===== src/rtl/wallace_mac_accumulator.sv =====
// wallace_mac_accumulator
//   Sequential signed multiply-accumulate stage. Operand pairs arrive over a
//   valid/ready handshake and are multiplied by a Wallace-tree 8x8 signed
//   multiplier. The registered product is added into a signed saturating
//   accumulator. After N_TERMS products the result is held on a valid/ready
//   output until it is consumed.
// Ports:
//   CLK, RST            clock, asynchronous active-high reset
//   START               begin a new dot product (honoured only in IDLE)
//   IN_VALID/IN_READY   operand handshake for A, B (signed 8-bit)
//   OUT_VALID/OUT_READY result handshake for ACC (signed ACC_W-bit)
//   SAT                 sticky saturation flag for the current dot product
//   BUSY                state is not IDLE

// Signed 8x8 multiplier: nine partial-product rows reduced by a 3:2 carry-save
// tree (9 -> 6 -> 4 -> 3 -> 2) followed by one carry-propagate add.
module wallace_multiplier_top (
   input  logic [7:0]  A,
   input  logic [7:0]  B,
   output logic [15:0] PRODUCT
);
   localparam int unsigned PW = 16;

   logic [PW-1:0] ext_a;
   logic [PW-1:0] pp [9];
   logic [PW-1:0] s1a, c1a, s1b, c1b, s1c, c1c;
   logic [PW-1:0] s2a, c2a, s2b, c2b;
   logic [PW-1:0] s3a, c3a;
   logic [PW-1:0] s4a, c4a;

   // 3:2 compressor on whole rows: {carry, sum}, carry pre-shifted by one.
   function automatic logic [2*PW-1:0] csa(input logic [PW-1:0] x,
                                           input logic [PW-1:0] y,
                                           input logic [PW-1:0] z);
      logic [PW-1:0] s;
      logic [PW-1:0] m;
      s = x ^ y ^ z;
      m = (x & y) | (x & z) | (y & z);
      return {m[PW-2:0], 1'b0, s};
   endfunction

   assign ext_a = {{8{A[7]}}, A};

   // Rows 0..6 are sign-extended A shifted by bit weight. The multiplier's sign
   // bit has weight -2^7, so row 7 is the inverted shifted A and row 8 adds the
   // two's-complement correction (0x7F fill of the inverted low bits plus one).
   always_comb begin
      for (int i = 0; i < 9; i++) pp[i] = '0;
      for (int i = 0; i < 7; i++) pp[i] = B[i] ? PW'(ext_a << i) : '0;
      pp[7] = B[7] ? PW'((~ext_a) << 7) : '0;
      pp[8] = B[7] ? 16'h0080 : '0;
   end

   assign {c1a, s1a} = csa(pp[0], pp[1], pp[2]);
   assign {c1b, s1b} = csa(pp[3], pp[4], pp[5]);
   assign {c1c, s1c} = csa(pp[6], pp[7], pp[8]);
   assign {c2a, s2a} = csa(s1a, c1a, s1b);
   assign {c2b, s2b} = csa(c1b, s1c, c1c);
   assign {c3a, s3a} = csa(s2a, c2a, s2b);
   assign {c4a, s4a} = csa(s3a, c3a, c2b);

   assign PRODUCT = s4a + c4a;
endmodule

module wallace_mac_accumulator #(
   parameter int unsigned N_TERMS = 8,
   parameter int unsigned ACC_W   = 24
) (
   input  logic             CLK,
   input  logic             RST,
   input  logic             START,
   input  logic             IN_VALID,
   output logic             IN_READY,
   input  logic [7:0]       A,
   input  logic [7:0]       B,
   output logic             OUT_VALID,
   input  logic             OUT_READY,
   output logic [ACC_W-1:0] ACC,
   output logic             SAT,
   output logic             BUSY
);
   localparam int unsigned CNT_W = $clog2(N_TERMS + 1);
   localparam int unsigned SUM_W = ACC_W + 1;

   localparam logic [1:0] S_IDLE = 2'd0;
   localparam logic [1:0] S_RUN  = 2'd1;
   localparam logic [1:0] S_DONE = 2'd2;

   logic [1:0]       state, state_nxt;
   logic [CNT_W-1:0] count;
   logic [15:0]      product;
   logic [15:0]      p_reg;
   logic             p_vld;
   logic [ACC_W-1:0] acc;
   logic             sat;
   logic             accept;
   logic             start_ok;
   logic             last_add;
   logic [SUM_W-1:0] sum;
   logic [ACC_W-1:0] acc_nxt;
   logic             ovf;

   wallace_multiplier_top u_mult (
      .A       (A),
      .B       (B),
      .PRODUCT (product)
   );

   // Handshake and status decode from registered state only.
   assign IN_READY  = (state == S_RUN) && (count < CNT_W'(N_TERMS));
   assign accept    = IN_VALID && IN_READY;
   assign start_ok  = (state == S_IDLE) && START;
   assign last_add  = p_vld && (count == CNT_W'(N_TERMS));
   assign OUT_VALID = (state == S_DONE);
   assign BUSY      = (state != S_IDLE);
   assign ACC       = acc;
   assign SAT       = sat;

   // State register.
   always_ff @(posedge CLK or posedge RST) begin
      if (RST) state <= S_IDLE;
      else     state <= state_nxt;
   end

   // Next-state logic.
   always_comb begin
      state_nxt = state;
      case (state)
         S_IDLE:  if (START)     state_nxt = S_RUN;
         S_RUN:   if (last_add)  state_nxt = S_DONE;
         S_DONE:  if (OUT_READY) state_nxt = S_IDLE;
         default:                state_nxt = S_IDLE;
      endcase
   end

   // Saturating add of the registered product; overflow when the two top
   // bits of the one-bit-wider sum disagree.
   always_comb begin
      sum     = {acc[ACC_W-1], acc} + {{(ACC_W-15){p_reg[15]}}, p_reg};
      ovf     = sum[ACC_W] != sum[ACC_W-1];
      acc_nxt = sum[ACC_W-1:0];
      if (ovf) acc_nxt = sum[ACC_W] ? {1'b1, {(ACC_W-1){1'b0}}}
                                    : {1'b0, {(ACC_W-1){1'b1}}};
   end

   // Datapath: product pipeline register, term count, accumulator.
   always_ff @(posedge CLK or posedge RST) begin
      if (RST) begin
         p_reg <= '0;
         p_vld <= 1'b0;
         count <= '0;
         acc   <= '0;
         sat   <= 1'b0;
      end else begin
         p_vld <= accept;
         if (accept) begin
            p_reg <= product;
            count <= count + CNT_W'(1);
         end
         if (p_vld) begin
            acc <= acc_nxt;
            if (ovf) sat <= 1'b1;
         end
         if (start_ok) begin
            count <= '0;
            acc   <= '0;
            sat   <= 1'b0;
            p_vld <= 1'b0;
         end
      end
   end
endmodule


===== config.mk =====
export PLATFORM = sky130hd
export DESIGN_NAME = wallace_mac_accumulator
export DESIGN_NICKNAME = d
export VERILOG_FILES = /design/src/rtl/wallace_mac_accumulator.sv
export SDC_FILE = /design/constraint.sdc
export NUM_CORES = 1
export LEC_CHECK = 0
export ABC_AREA = 0
export CAP_MARGIN = 20
export CORE_ASPECT_RATIO = 0.8
export CORE_UTILIZATION = 29
export DETAILED_ROUTE_END_ITERATION = 7
export GPL_TIMING_DRIVEN = 0
export PLACE_DENSITY = 0.43
export REMOVE_ABC_BUFFERS = 1
export SETUP_SLACK_MARGIN = 0.2
export SYNTH_ARGS = -nofsm -noshare
export SYNTH_HDL_FRONTEND = slang
export SYNTH_SLANG_ARGS = --single-unit

===== constraint.sdc =====
create_clock -name CLK -period 3.3 [get_ports CLK]
set_input_delay 0.825 -clock CLK [delete_from_list [all_inputs] [get_ports CLK]]
set_output_delay 0.825 -clock CLK [all_outputs]
set_load 0.02 [all_outputs]

# After elaboration in Yosys (flattened, before gate mapping)
# Cells that the tools add are included.
# word_totals
in_bits,21
reg_bits,48
out_inout_bits,28
word_cells,101
# classes
magnitude_cmp,1
reduce_logical,11
addsub,3
mux,23
n_eq_ne,7
bitwise,50
# op_table
operator,count
$and 15x15->15,21
$or 15x15->15,14
$xor 16x16->16,13
$mux 16,8
$mux 24,4
$add 24x16->25,1
$add 16x16->16,1
$xor 16x8->16,1
$not 9->9,1
$mux 4,2
$mux 8,1
$reduce_bool 2->1,4
$mux 2,3
$pmux 2 s3,1
$add 4x1->4 const B,1
$eq 4x4->1 const B,1
$logic_and 1x1->1,4
$lt 4x4->1 const B,1
$mux 1,4
$ne 2x2->1 const B,2
$reduce_and 3->1,1
$eq 2x1->1 const B,1
$eq 2x2->1 const B,1
$logic_not 2->1,1
3 further kinds,3

# Logic depth before layout (Yosys ltp)
# Gate-level depths: netlist of the first run.
# depth
ltp_word,14
ltp_mapped,18
mapped_depth_nobuf,18

# By module
# A second synthesis of the first run with hierarchy kept.
# unflattened
cells_unflattened,611
hier_area_um2,5661.7
# modules_own_cells
mod,n_inst,seq_area_each_um2,cells_each,area_each_um2
wallace_mac_accumulator,1,1201.2,351,3258.1
wallace_multiplier_top,1,0.0,260,2403.6

# Worst setup path after synthesis of the first run
# No wires, ideal clock.
# synth_timing
path_kind,input to register
start,in A[6]
end,reg p_reg[15]
required_ps,3171
n_path_buf,0
t_arrival_ps,4598
setup_slack_ps,-1427
setup_time_ps,129
cell_stages,16
path_cell_list,and2_1 > fa_1 > inv_1 > fa_1 > fa_1 > fa_1 > inv_1 > ha_1 > a21o_1 > a21oi_1 > o21bai_1 > a21oi_1 > o21ai_0 > a31oi_1 > xnor2_1 > o21ai_0
# synth_via
elab_chain_len,14
word_cells_on_any_way,59
classes_between,add/sub: 1; mux: 8; bitwise: 50
# synth_rtl
element,line,source
from (decl),74,"input logic [7:0] A,"
$mux 16,49,for (int i = 0; i < 7; i++) pp[i] = B[i] ? PW'(ext_a << i) : '0;
$and 15x15->15,38,m = (x & y) | (x & z) | (y & z);
$or 15x15->15 (2 in a row),38,
$and 15x15->15,38,
$or 15x15->15 (2 in a row),38,
$and 15x15->15,38,
$or 15x15->15 (2 in a row),38,
$and 15x15->15,38,
$or 15x15->15 (2 in a row),38,
$add 16x16->16 (*),62,assign PRODUCT = s4a + c4a;
to (signal assigned),157,p_reg <= product;
to (decl),92,logic [15:0] p_reg;
# Every way passes the cells marked *; elsewhere a longest branch is shown, timed or not.
# A chain may end at the register's enable or synchronous reset.

# Worst setup path after layout of the first run
# layout_timing
start,in B[4]
end,reg p_reg[14]
# layout_via
elab_chain_len,13
word_cells_on_any_way,33
classes_between,add/sub: 1; mux: 1; bitwise: 31
# layout_rtl
element,line,source
from (decl),75,"input logic [7:0] B,"
$mux 16 (*),49,
$xor 16x16->16 or $and 15x15->15 (tied branches),"37, 38",
$xor 16x16->16 or $or 15x15->15 (tied branches),"37, 38",
$and 15x15->15 or $or 15x15->15 (tied branches),38,
$or 15x15->15 or $xor 16x16->16 (tied branches) (2 in a row),"38, 37",
$and 15x15->15,38,
$or 15x15->15 (2 in a row),38,
$and 15x15->15,38,
$or 15x15->15 (2 in a row),38,
$add 16x16->16 (*),62,
# Marks and branches as above.

==> results.md, run 1 <==
- Max FFs per register: 24
- DR iter-0 viols: between 100 and 150
- RSZ-0062 raised after global routing: true
- Via count: between 4000 and 5000
- Clk pin slew, worst setup/hold paths: 70 ps
- Core Region: around 18000 um^2
- Die width: 155.7 um
- Worst skew pair latency: 300 ps
- Worst slew pin tran: 864.8 ps
- Initial antenna violation count: 0
- Max Slew Vio Count: 0
- Grt ovf: 0
- Rows: 44
- Top-level I/O count: between 40 and 50
- Worst Path Arrival: ~4700 ps
- Max-cap viol count: 0
- Post-Syn Instances: between 500 and 600
- Slew headroom: 0.4221
- Synth unique cells: 51
- Post-DR wirelength/cell: about 14 um
- Dpl hpwl: 10.00 mm
- Antenna cells: 0
- Largest net degree at the start of global routing: 34
- Initial Util: 0.2990
- Max incr delay on CP: 550 ps
- Non-Filler Cell Area, Final: between 6000 and 7000 um^2
- CP top delay family: adder cells
- CTS HTree Levels: 2
- Number of synthesized register bits: 48
- Final WS setup: -1213 ps
- Fin crit period: 4513 ps
- EDFF count, synth: 0
- Cts hold-fix bufs: 0
- Worst EP required: 3450 ps
- GP Congestion: 0.7675
- Crit path kind: input port to register
- Setup violators final: 10
- Vias in the first global route: ~4300
- CP bufs+invs: 5
- CP cell instances: buf_12 > and2_4 > fa_1 > inv_2 > fa_1 > fa_1 > fa_1 > inv_2 > ha_4 > buf_4 > buf_6 > a21oi_4 > o21bai_1 > a21oi_2 > o21ai_2 > a31oi_2 > xor2_1 > o21ai_1
- ANT nets after route: 0
- DRC: 0
- Crit end category: register
- Achievable Freq: 221.6 MHz
- Final hold violations: 0
- Pre-antenna DRT Iters: 6
- Die height: 125.0 um
- Yosys warnings: 0
- IO Port Bufs: 48
- Worst hold path type: register to register
- Placed Area: approximately 6200 um^2
- Violated checks: setup timing
- Status: finished with violations
- CTS tree: yes
- Share of layout cells above drive strength 1: 0.1651
- Nets@finish: 770
- First-pass GRT wire length: around 22 mm
- Crit-path max FO: 7
- Tcrit/Tclk final: 1.368
- Clock Path Buffers: 2
- Register area share after synthesis: 0.2191
- Inserted Clock Buffers: 5
- Main flop type after synthesis: dfrtp_1
- Async S/R FF share, synth: 1.000
- Vias per cell: approximately 4.7
- CP Launch Type: input port
- Clock Skew: 4.805 ps
- Drt total wl: approximately 13 mm
- Syn_area_per_cell: 9.435 um^2
- Synth-to-layout area growth: 24.31%
- Layout fillers: 1881
- Total Routing Usage GR: 0.1381
- Mapped cell area: about 5500 um^2
- Die ar.: 19460 um^2
- Most common cell on crit path: fa_1
- CP max stage cell: fa_1
- CTS root buf: clkbuf_16
- Sink Count: 48
==> cell usage after synthesis (2+ instances only) <==
cell       n  area share
nor2b_1    9       0.010
o21ai_1    7      0.0064
and2_1    42       0.048
and3_1     2      0.0023
nand4_1    5      0.0057
a31oi_1    3      0.0034
buf_6      5       0.010
nor3b_1    2      0.0027
buf_2      3      0.0027
inv_1     79       0.054
and3_4     2      0.0041
xor2_1    16       0.026
clkbuf_1   7      0.0048
a221oi_2   2      0.0055
a21oi_4    2      0.0059
dfrtp_1   48        0.22
fa_1      53        0.19
nand3_1    6      0.0055
a221o_1   22       0.040
o21bai_1   7      0.0096
nor2_1    18       0.012
a211oi_1   4      0.0055
a21o_1     8       0.011
nor3_1     9      0.0082
ha_1      55        0.13
a21oi_1   35       0.032
xnor2_1   22       0.035
buf_4      2      0.0027
nand2_1   62       0.042
or3_1      3      0.0034
o21ai_0   18       0.016
o211ai_1   4      0.0055
==> placed cells by master, fill, tap and decap left out, drive strengths merged, types with 5 or more instances in the layout <==
| cell | n |
|---|---|
| inv | 79 |
| nand2 | 63 |
| ha | 55 |
| fa | 53 |
| dfrtp | 48 |
| and2 | 42 |
| a21oi | 37 |
| buf | 37 |
| clkdlybuf4s50 | 32 |
| o21ai | 26 |
| xnor2 | 23 |
| a221o | 22 |
| nor2 | 18 |
| xor2 | 16 |
| nor2b | 11 |
| nor3 | 9 |
| a21o | 9 |
| o21bai | 7 |
| nand3 | 6 |
| nand4 | 5 |
| clkbuf | 5 |
==> cells by family (layout without fill, tap and decap cells) <==
kind of cell             Yosys count  in the layout  synth area share
AND/OR/NAND/NOR                  167            168            0.1582
AO/OA/AOI/OAI                    121            121            0.1605
adder cells (fa/ha/maj)          108            108            0.3191
buffers and inverters             97            157           0.07532
flip-flops                        48             48            0.2191
XOR/XNOR                          39             39           0.06574
multiplexers                       1              1          0.002054
==> area by class of cell <==
class                   count  area [um^2]  share of cell area
clock buffers               5        125.1             0.01836
clock inverters             3        47.55            0.006978
inverters                  79        296.5             0.04352
multi-input cells         437         4075              0.5981
flip-flops and latches     48         1201              0.1763
well taps                 253        316.6             0.04646
repair buffers             70        752.0              0.1104
==> worst reg2reg max path, cell delays in order, from the launching register on <==
cell and delay, ps:
dfrtp_1 400, ha_1 250, fa_1 430, a21oi_2 170, o211ai_1 170, or2_1 320, a311oi_4 400, o21ai_1 130
a21oi_1 210, xnor2_1 80, a221o_1 290
==> layer usage <==
| metal | part of all wire | global-route usage | vias to the layer above | wire [um] |
|---|---|---|---|---|
| li1 | - | - | 2072 | - |
| met1 | 0.52 | 0.2062 | 2101 | 6627 |
| met2 | 0.45 | 0.2116 | 47 | 5776 |
| met3 | 0.027 | 0.01941 | 7 | 344 |
| met4 | 0.0069 | 0.02653 | 0 | 89 |
| met5 | 0 | 0 | - | 0 |
==> through the flow <==
stage / util / setup WS [ps] / hold slack, ps / setup TNS [ps] / instances
4_1_cts: 0.3618 / -1158 / 496.4 / -8127 / 886
2_1_floorplan: - / -1446 / 442.8 / -9782 / 563
6_report: 0.3717 / -1213 / 489.3 / -8939 / 895
3_3_place_gp: 0.3361 / -2515 / 476.8 / -22370 / 864
3_5_place_dp: 0.3390 / -2560 / 479.0 / -20460 / 867
5_1_grt: 0.3717 / -1373 / 521.9 / -10280 / 895
==> final timing paths <==
| check | slack [ps] | startpoint | endpoint | cells after the start |
|---|---|---|---|---|
| worst max register to register | 340 | ACC[0] | ACC[14] | 10 |
| min in group asynchronous | 840 | RST | state[1] | 2 |
| worst min-delay path | 490 | p_reg[0] | p_reg[0] | 2 |
| worst max-delay path | -1210 | B[4] | p_reg[14] | 18 |
| max in group asynchronous | 1930 | RST | p_reg[10] | 3 |
| worst min register to register | 490 | p_reg[0] | p_reg[0] | 2 |
==> what timing repair did <==
item | in CTS | in global routing
endpoints found under the setup margin | 24 | 32
buffers inserted | 11 | 8
pin swaps | 37 | 21
cloned | 0 | 1
gates resized for setup | 148 | 25
Power of run 1 is left out: the tool's default activity adds up to more than one toggle a clock period on the data nets, which glitch-free logic cannot reach.
==> run 2: changes to the inputs <==
--- a/config.mk
+++ b/config.mk
@@ -8,12 +8,15 @@
 export ABC_AREA = 0
 export CAP_MARGIN = 20
 export CORE_ASPECT_RATIO = 0.8
+export CORE_MARGIN = 4
 export CORE_UTILIZATION = 29
 export DETAILED_ROUTE_END_ITERATION = 7
+export DONT_BUFFER_PORTS = 1
 export GPL_TIMING_DRIVEN = 0
-export PLACE_DENSITY = 0.43
+export PLACE_DENSITY = 0.4
 export REMOVE_ABC_BUFFERS = 1
 export SETUP_SLACK_MARGIN = 0.2
+export SLEW_MARGIN = 20
 export SYNTH_ARGS = -nofsm -noshare
 export SYNTH_HDL_FRONTEND = slang
 export SYNTH_SLANG_ARGS = --single-unit
==> run 2 against run 1 <==
The flow still finishes with violations (setup timing). Non-clock buffer count down 59. First-iteration DRC count up 72%. Die area up 8.8%. Sequential share of layout area up 2.1 points. Cell count down 6.6%. Register-to-register slack about the same. Via count down 4.9%. Critical path depth down 2. Design area down 10%. Fmax up 4.8%. Wire length down 1.3%. Flip-flop and latch count unchanged. Critical endpoint is now p_reg[15]. Highest routed layer unchanged.
==> results.md, run 2 (synthesized netlist as in run 1, its figures left out) <==
- Die width: 161.7 um
- Slew headroom: 0.4063
- Nets@finish: 711
- Post-DR wirelength/cell: 15.15 um
- Cts hold-fix bufs: 0
- Top-level I/O count: 49
- Largest net degree at the start of global routing: 49
- Worst hold path type: input port to asynchronous set/reset pin
- RSZ-0062 raised after global routing: true
- Grt ovf: 0
- IO Port Bufs: 0
- Final hold violations: 0
- Violated checks: setup timing
- Antenna cells: 0
- Crit-path max FO: 8
- Crit. path cell count: 16
- Worst slew pin tran: 888.6 ps
- Crit end category: register
- Total Routing Usage GR: 0.1224
- Die height: 131.0 um
- Clock Skew: 6.165 ps
- Most common cell on crit path: fa_1
- Crit path kind: input port to register
- Max incr delay on CP: 550 ps
- Worst EP required: between 3000 and 4000 ps
- Register-to-Register Path Depth: 10
- Max-cap viol count: 0
- Drt total wl: about 13 mm
- Clk pin slew, worst setup/hold paths: 70 ps
- Layout fillers: 1916
- Dpl hpwl: 10.07 mm
- GP Congestion: between 0.7 and 0.8
- Clock Path Buffers: 2
- ANT nets after route: 0
- Inserted Clock Buffers: 5
- Synth-to-layout area growth: 11.37%
- Worst skew pair latency: 300 ps
- DRC: 0
- Commonest non-fill, non-tap cell in the layout: inv_1
- DR iter-0 viols: 212
- Achievable Freq: 232.2 MHz
- CP bufs+invs: 2
- Status: finished with violations
- Initial Util: 0.2990
- Rows: 44
- Setup TNS: -6558 ps
- CP cell instances: and2_4 > fa_1 > inv_2 > fa_1 > fa_1 > fa_1 > inv_2 > ha_4 > a21o_1 > a21oi_2 > o21bai_1 > a21oi_2 > o21ai_1 > a31oi_1 > xnor2_1 > o21ai_1
- Setup violators final: 9
- Max Slew Vio Count: 0
- Core Region: around 18000 um^2
- CP max stage cell: fa_1
- CTS root buf: clkbuf_16
- Die ar.: approximately 21000 um^2
- Pre-antenna DRT Iters: 4
- Share of layout cells above drive strength 1: 0.1115
- Initial antenna violation count: 0
- Vias in the first global route: around 4100
- Max FFs per register: 24
- Most frequent cells in the layout: inv_1, nand2_1, fa_1, ha_1, dfrtp_1
- Sink Count: 48
- CTS tree: yes
- Worst Path Arrival: 4480 ps
- CP top delay family: adder cells
- Tcrit/Tclk final: 1.305
- CTS HTree Levels: 2
- Vias per cell: 4.809
- Fin crit period: 4308 ps
- First-pass GRT wire length: 21.02 mm
- Via count: 4020
- CP Launch Type: input port
- Final WS setup: -1008 ps
-- run 2: changes by cell type in the layout (fill, tap and decap cells not counted), moves of 4 or more --
cell,change
clkdlybuf4s50_1,-32
buf_12,-7
buf_4,-10
inv_2,-4
buf_6,-4
and2_1,+5
and2_4,-5
-- run 2: per-layer routing --
layer	share of wire	wire length, um	GRT usage
met2	0.44	5540	0.1921
met4	0.0061	77	0.01840
met5	0	0	0
met1	0.51	6449	0.1773
met3	0.047	597	0.02791
-- run 2: what timing repair did --
action,in CTS,in global routing
resized for setup,29,8
pin swaps,32,10
setup buffers,6,2
endpoints found under the setup margin,32,37
gates cloned,0,1
-- run 2: path summary, 6_finish.rpt --
check | slack (ps) | end | from
setup / recovery | -1010 | p_reg[15] | A[4]
hold / removal | 480 | state[1] | RST
setup reg to reg | 350 | ACC[0] | ACC[0]
hold reg to reg | 480 | p_reg[0] | p_reg[0]
max in group asynchronous | 2370 | ACC[0] | RST
min in group CLK | 480 | p_reg[0] | p_reg[0]
-- run 2: final cells by class --
| cell class | count | area, um^2 | share of cell area |
|---|---|---|---|
| Timing Repair Buffer | 11 | 105.1 | 0.01722 |
| Sequential cell | 48 | 1202 | 0.1970 |
| Clock inverter | 3 | 47.55 | 0.007788 |
| Tap cell | 253 | 316.6 | 0.05185 |
| Clock buffer | 5 | 125.1 | 0.02050 |
| Multi-Input combinational cell | 437 | 4009 | 0.6567 |
| Inverter | 79 | 299.0 | 0.04899 |
-- run 2: metrics by stage --
stage          worst slack (ps)  hold slack (ps)  instance area [um^2]    util  cells
2_1_floorplan             -1446            442.8                  5365       -    563
3_3_place_gp              -1822            473.4                  5682  0.3099    816
3_5_place_dp              -1813            470.8                  5724  0.3122    819
4_1_cts                   -1031            488.4                  6047  0.3299    833
5_1_grt                   -1175            533.9                  6105  0.3330    836
6_report                  -1008            483.6                  6105  0.3330    836
Power of run 2 is left out for the same reason.
==> run 3: changes to the inputs <==
--- a/config.mk
+++ b/config.mk
@@ -6,7 +6,7 @@
 export NUM_CORES = 1
 export LEC_CHECK = 0
 export ABC_AREA = 0
-export CAP_MARGIN = 20
+export CAP_MARGIN = 10
 export CORE_ASPECT_RATIO = 0.8
 export CORE_MARGIN = 4
 export CORE_UTILIZATION = 29
==> results of run 3 <==
Final layout, timing and power as in run 2 (identical DEF).
Power of run 3 is left out for the same reason.
